**src/rtl/accum_readout.sv**
```systemverilog
// accum_readout: snapshots the accumulator sum once per enable-qualified window
// and streams the per-window delta plus a saturation flag through a 2-deep
// first-word-fall-through buffer. Windows that find the buffer full are counted.
// Optional feature macro: ACCUM_READOUT_AUTOCLR_EN (clear request on saturation).
module accum_readout #(
    parameter int WINDOW = 16,
    parameter int CNT_W  = 8
) (
    input  logic             clk,
    input  logic             rst,
    input  logic [15:0]      sum_in,
    input  logic             enable,
    output logic [15:0]      out_data,
    output logic             out_sat,
    output logic             out_valid,
    input  logic             out_ready,
    output logic [CNT_W-1:0] drop_cnt,
    output logic             acc_clr
);

    localparam int DATA_W = 16;
    localparam int WIN_W  = (WINDOW > 2) ? $clog2(WINDOW) : 1;

    typedef enum logic {
        IDLE = 1'b0,
        RUN  = 1'b1
    } state_t;

    state_t             state;
    state_t             state_nxt;
    logic [WIN_W-1:0]   win_cnt;
    logic [DATA_W-1:0]  prev_snap;

    // snapshot stage (combinational view of the current cycle)
    logic               run_p0;
    logic               snap_p0;
    logic               sat_p0;
    logic [DATA_W-1:0]  delta_p0;

    // buffer storage and bookkeeping
    logic [DATA_W-1:0]  mem_data [2];
    logic               mem_sat  [2];
    logic               wr_ptr;
    logic               rd_ptr;
    logic [1:0]         count;
    logic               full;
    logic               pop;
    logic               push;
    logic               drop;

    // Drop counter holds at all-ones instead of wrapping.
    function automatic logic [CNT_W-1:0] sat_inc(input logic [CNT_W-1:0] v);
        return (&v) ? v : v + CNT_W'(1);
    endfunction

    // Next-state logic: RUN for exactly the cycles in which enable is high.
    always_comb begin
        state_nxt = state;
        case (state)
            IDLE:    if (enable)  state_nxt = RUN;
            RUN:     if (!enable) state_nxt = IDLE;
            default: state_nxt = IDLE;
        endcase
    end

    assign run_p0   = (state_nxt == RUN);
    assign snap_p0  = run_p0 && (win_cnt == WIN_W'(WINDOW - 1));
    assign sat_p0   = (sum_in == {DATA_W{1'b1}});
    assign delta_p0 = sum_in - prev_snap;

    assign full      = (count == 2'd2);
    assign out_valid = (count != 2'd0);
    // An entry pushed this cycle is not yet visible, so it cannot be popped.
    assign pop       = out_valid && out_ready;
    assign push      = snap_p0 && (!full || pop);
    assign drop      = snap_p0 && full && !pop;

    assign out_data  = out_valid ? mem_data[rd_ptr] : '0;
    assign out_sat   = out_valid ? mem_sat[rd_ptr]  : 1'b0;

    // Control state: FSM, window counter, previous snapshot, buffer pointers, drops.
    always_ff @(posedge clk or posedge rst) begin
        if (rst) begin
            state     <= IDLE;
            win_cnt   <= '0;
            prev_snap <= '0;
            wr_ptr    <= 1'b0;
            rd_ptr    <= 1'b0;
            count     <= 2'd0;
            drop_cnt  <= '0;
        end else begin
            state <= state_nxt;
            if (snap_p0) begin
                win_cnt <= '0;
`ifdef ACCUM_READOUT_AUTOCLR_EN
                prev_snap <= sat_p0 ? '0 : sum_in;
`else
                prev_snap <= sum_in;
`endif
            end else if (run_p0) begin
                win_cnt <= win_cnt + WIN_W'(1);
            end
            if (push) wr_ptr <= ~wr_ptr;
            if (pop)  rd_ptr <= ~rd_ptr;
            case ({push, pop})
                2'b10:   count <= count + 2'd1;
                2'b01:   count <= count - 2'd1;
                default: count <= count;
            endcase
            if (drop) drop_cnt <= sat_inc(drop_cnt);
        end
    end

    // Buffer payload is data only; validity comes from count, so no reset needed.
    always_ff @(posedge clk) begin
        if (push) begin
            mem_data[wr_ptr] <= delta_p0;
            mem_sat[wr_ptr]  <= sat_p0;
        end
    end

`ifdef ACCUM_READOUT_AUTOCLR_EN
    // One-cycle clear request following a saturated snapshot.
    always_ff @(posedge clk or posedge rst) begin
        if (rst) acc_clr <= 1'b0;
        else     acc_clr <= snap_p0 && sat_p0;
    end
`else
    assign acc_clr = 1'b0;
`endif

endmodule
```
**config.mk**
```make
export PLATFORM = sky130hd
export DESIGN_NAME = accum_readout
export DESIGN_NICKNAME = d
export VERILOG_FILES = /design/src/rtl/accum_readout.sv
export SDC_FILE = /design/constraint.sdc
export NUM_CORES = 1
export LEC_CHECK = 0
export BUFFER_PORTS_ARGS = -buffer_cell sky130_fd_sc_hd__buf_2
export CAP_MARGIN = 20
export CORE_MARGIN = 4
export CORE_UTILIZATION = 45
export DETAILED_ROUTE_END_ITERATION = 16
export SETUP_SLACK_MARGIN = 0.15
export SLEW_MARGIN = 10
export SYNTH_ARGS = -nofsm -noshare
export SYNTH_HDL_FRONTEND = slang
export SYNTH_SLANG_ARGS = --single-unit
```
**constraint.sdc**
```tcl
create_clock -name clk -period 2.98 [get_ports clk]
set_input_delay 0.298 -clock clk [delete_from_list [all_inputs] [get_ports clk]]
set_output_delay 0.298 -clock clk [all_outputs]
set_load 0.005 [all_outputs]
```
==> metrics.csv <==
stage,metric,value,unit
place,dp_hpwl,4870,microns
global_routing,gr-total-overflow,0,
yosys,synth_fp_nets,348,
place,place_congestion,0.945,
yosys,yosys_register_bits,66,
timing,timing.setup.tns,0,ns
clock_tree,cts_tree,done,
clock_tree,cts_sinks,66,
job,maxCapViolations,0,
detailed_routing,num_vias,2316,
critical_path,cpPeakStageDelay,0.40,ns
final_layout,layout_common_cells,"45 x buf_2, 34 x edfxtp_1, 32 x dfrtp_1",
critical_path,cp_cell_sequence,ha_1 -> fa_1 -> nor2b_1 -> o2111ai_2 -> a21oi_2 -> and2b_2 -> xnor2_1,
final_layout,syn_to_final_growth,15.2,%
final_layout,drive_gt1_share,24.7,%
critical_path,worstSetupPathType,flop to flop,
clock_tree,post_cts_buffers,0,
timing,final_hold_viol_count,0,
detailed_routing,dr.first_iter.drc_count,67,
yosys,yosys_most_used_dff,edfxtp_1,
global_routing,grt_usage,15.7,%
status,status,"finished, final reports clean",
floorplan,start_util,47.4,%
hold_path,hold_path.class,input port to async pin,
yosys,synthCells,309,
place,port_buffers,45,
yosys,ys_warn_count,0,
detailed_routing,drt-total-wl,6680,microns
yosys,synth_area_leader_cell,edfxtp_1,
critical_path,cp-end-kind,flop,
final_layout,num_antenna_cells,0,
final_layout,fill_cells,667,
yosys,yosysSeqAreaShare,51.9,%
global_routing,grt_pass1_vias,2257,
floorplan,chipWidth,96.3,microns
timing,relSlewSlack,58.7,%
timing,finalCritPeriodShare,74.4,%
detailed_routing,vias_per_cell,4.99,
clock_tree,post_cts_resized,0,
yosys,synthArstFlopShare,48.5,%
global_routing,grt_max_degree,33,
clock_tree,cts_hold_buf,0,
clock_tree,htreeDepth,3,
global_routing,antenna_found_initial,0,
detailed_routing,drtPass1Iterations,4,
global_routing,grt_pass1_wl,10900,microns
yosys,yosysTopAreaCellShare,29.1,%
timing,max_freq,0.451,GHz
clock_tree,numCtsBuffers,9,
critical_path,rrSetupSlack,0.76,ns
critical_path,critPathMaxFanout,4,
floorplan,ios,47,
floorplan,rows,31,
yosys,synth_area_leaders,"edfxtp_1 29%, dfrtp_1 23%, ha_1 6.4%",
detailed_routing,antenna_left,0,
pwr,power.total,3.75,mW
timing,finalMaxSlewViolations,0,
critical_path,start_kind,flop,
clock_tree,clk_pin_slew_worst_paths,0.08,ns
timing,setup_viol,0,
floorplan,dieHeight,96.3,microns
critical_path,cp_data_arrival_time,2.30,ns
pwr,powerDensity,927,nW/um^2
floorplan,core,7410,sq um
critical_path,slowest_stage,fa_1,
pwr,vdd_ir_drop_max,0.406,mV
timing,grt_setup_unrepaired,false,
pwr,p_leak,1.80,nW
critical_path,cp.required,3.06,ns
floorplan,die_area,9280,sq um
timing,clock_skew,0.0113,ns
clock_tree,root_buffer,clkbuf_8,
yosys,synth_edf_count,34,
final_layout,layout_commonest_cell,buf_2,
timing,period_needed,2.22,ns
yosys,netlist_area,3510,sq um
clock_tree,clk_latency,0.34,ns
yosys,yosys.cell_types.count,46,
detailed_routing,route.detailed.drc,0,
clock_tree,cts_max_path_buffers,2,
yosys,avgSynthCellArea,11.4,sq um
detailed_routing,wl_per_cell,14.4,microns
final_layout,num-nets-final,399,
timing,tightest_slew,0.614,ns
state kept, by name, summed over array words and instances (netlist names):
name       count
count          2
drop_cnt       8
prev_snap     16
wr_ptr         1
mem_data      32
mem_sat        2
rd_ptr         1
win_cnt        4
per-stage QoR:
stage                     hold slack [ns]  instance area, sq um  cells  setup WS [ns]  util, %
after CTS                          0.0364                  4050    464          0.772     54.6
after global placement              0.411                  3850    448          0.747     52.0
after detailed placement            0.414                  3850    448          0.717     52.0
final                              0.0312                  4050    464          0.763     54.6
after floorplan                     0.391                  3510    309          0.727        -
after global routing               0.0607                  4050    464          0.577     54.6
worst max-delay path, delay by kind of cell, from the launching register on:
family,cells,cell delay [ns]
xor gates and xnor gates,1,0.13
AOI/OAI and AO/OA,2,0.40
adders and majority gates,2,0.60
and+or+nand+nor,2,0.44
DFF,1,0.39
cells in the mapped netlist (all sizes together) (9+ instances only):
master and number:
nand2 18, edfxtp 34, mux2 16, ha 18, xor2 9, nor2 31, o21ai 10, inv 25
dfrtp 32, xnor2 17, mux2i 18
logic make-up (layout without fill, tap and decap cells):
| kind of cell | Yosys count | after routing | synth area share, % |
|---|---|---|---|
| xor+xnor | 26 | 26 | 6.49 |
| other cells | 1 | 1 | 0.107 |
| simple gates | 84 | 84 | 11.4 |
| compound gates | 43 | 43 | 8.70 |
| buf+inv | 36 | 92 | 4.17 |
| fa+ha+maj | 19 | 19 | 6.99 |
| mux | 34 | 34 | 10.3 |
| flops | 66 | 66 | 51.9 |
routing by layer:
metal | routed length, microns | global-route usage, % | vias up
met5 | 0 | 0 | -
met2 | 2920 | 23.2 | 47
met4 | 74 | 4.91 | 0
li1 | - | - | 1188
met1 | 3330 | 22.1 | 1075
met3 | 358 | 4.61 | 6
power breakdown:
part	switching (mW)	internal, mW
Clock	0.347	0.385
Sequential	0.135	1.27
Combinational	0.882	0.732
Total	1.36	2.38
final timing paths:
check | startpoint | to | cells past startpoint
min in group clk | enable | win_cnt[0] | 2
max in group asynchronous | rst | rd_ptr | 3
hold reg to reg | count[1] | count[1] | 1
hold / removal | rst | win_cnt[2] | 3
setup reg to reg | prev_snap[0] | mem_data[0][8] | 7
setup / recovery | prev_snap[0] | mem_data[0][8] | 7
cell type report:
class,count,area [sq um],area share (%)
Sequential cell,66,1820,45.0
Clock inverter,7,68.8,1.70
Multi-Input combinational cell,207,1540,38.1
Tap cell,99,124,3.06
Inverter,25,93.8,2.32
Clock buffer,9,124,3.06
Timing Repair Buffer,51,270,6.68
Note: power is estimated with default switching activity, not from simulation.
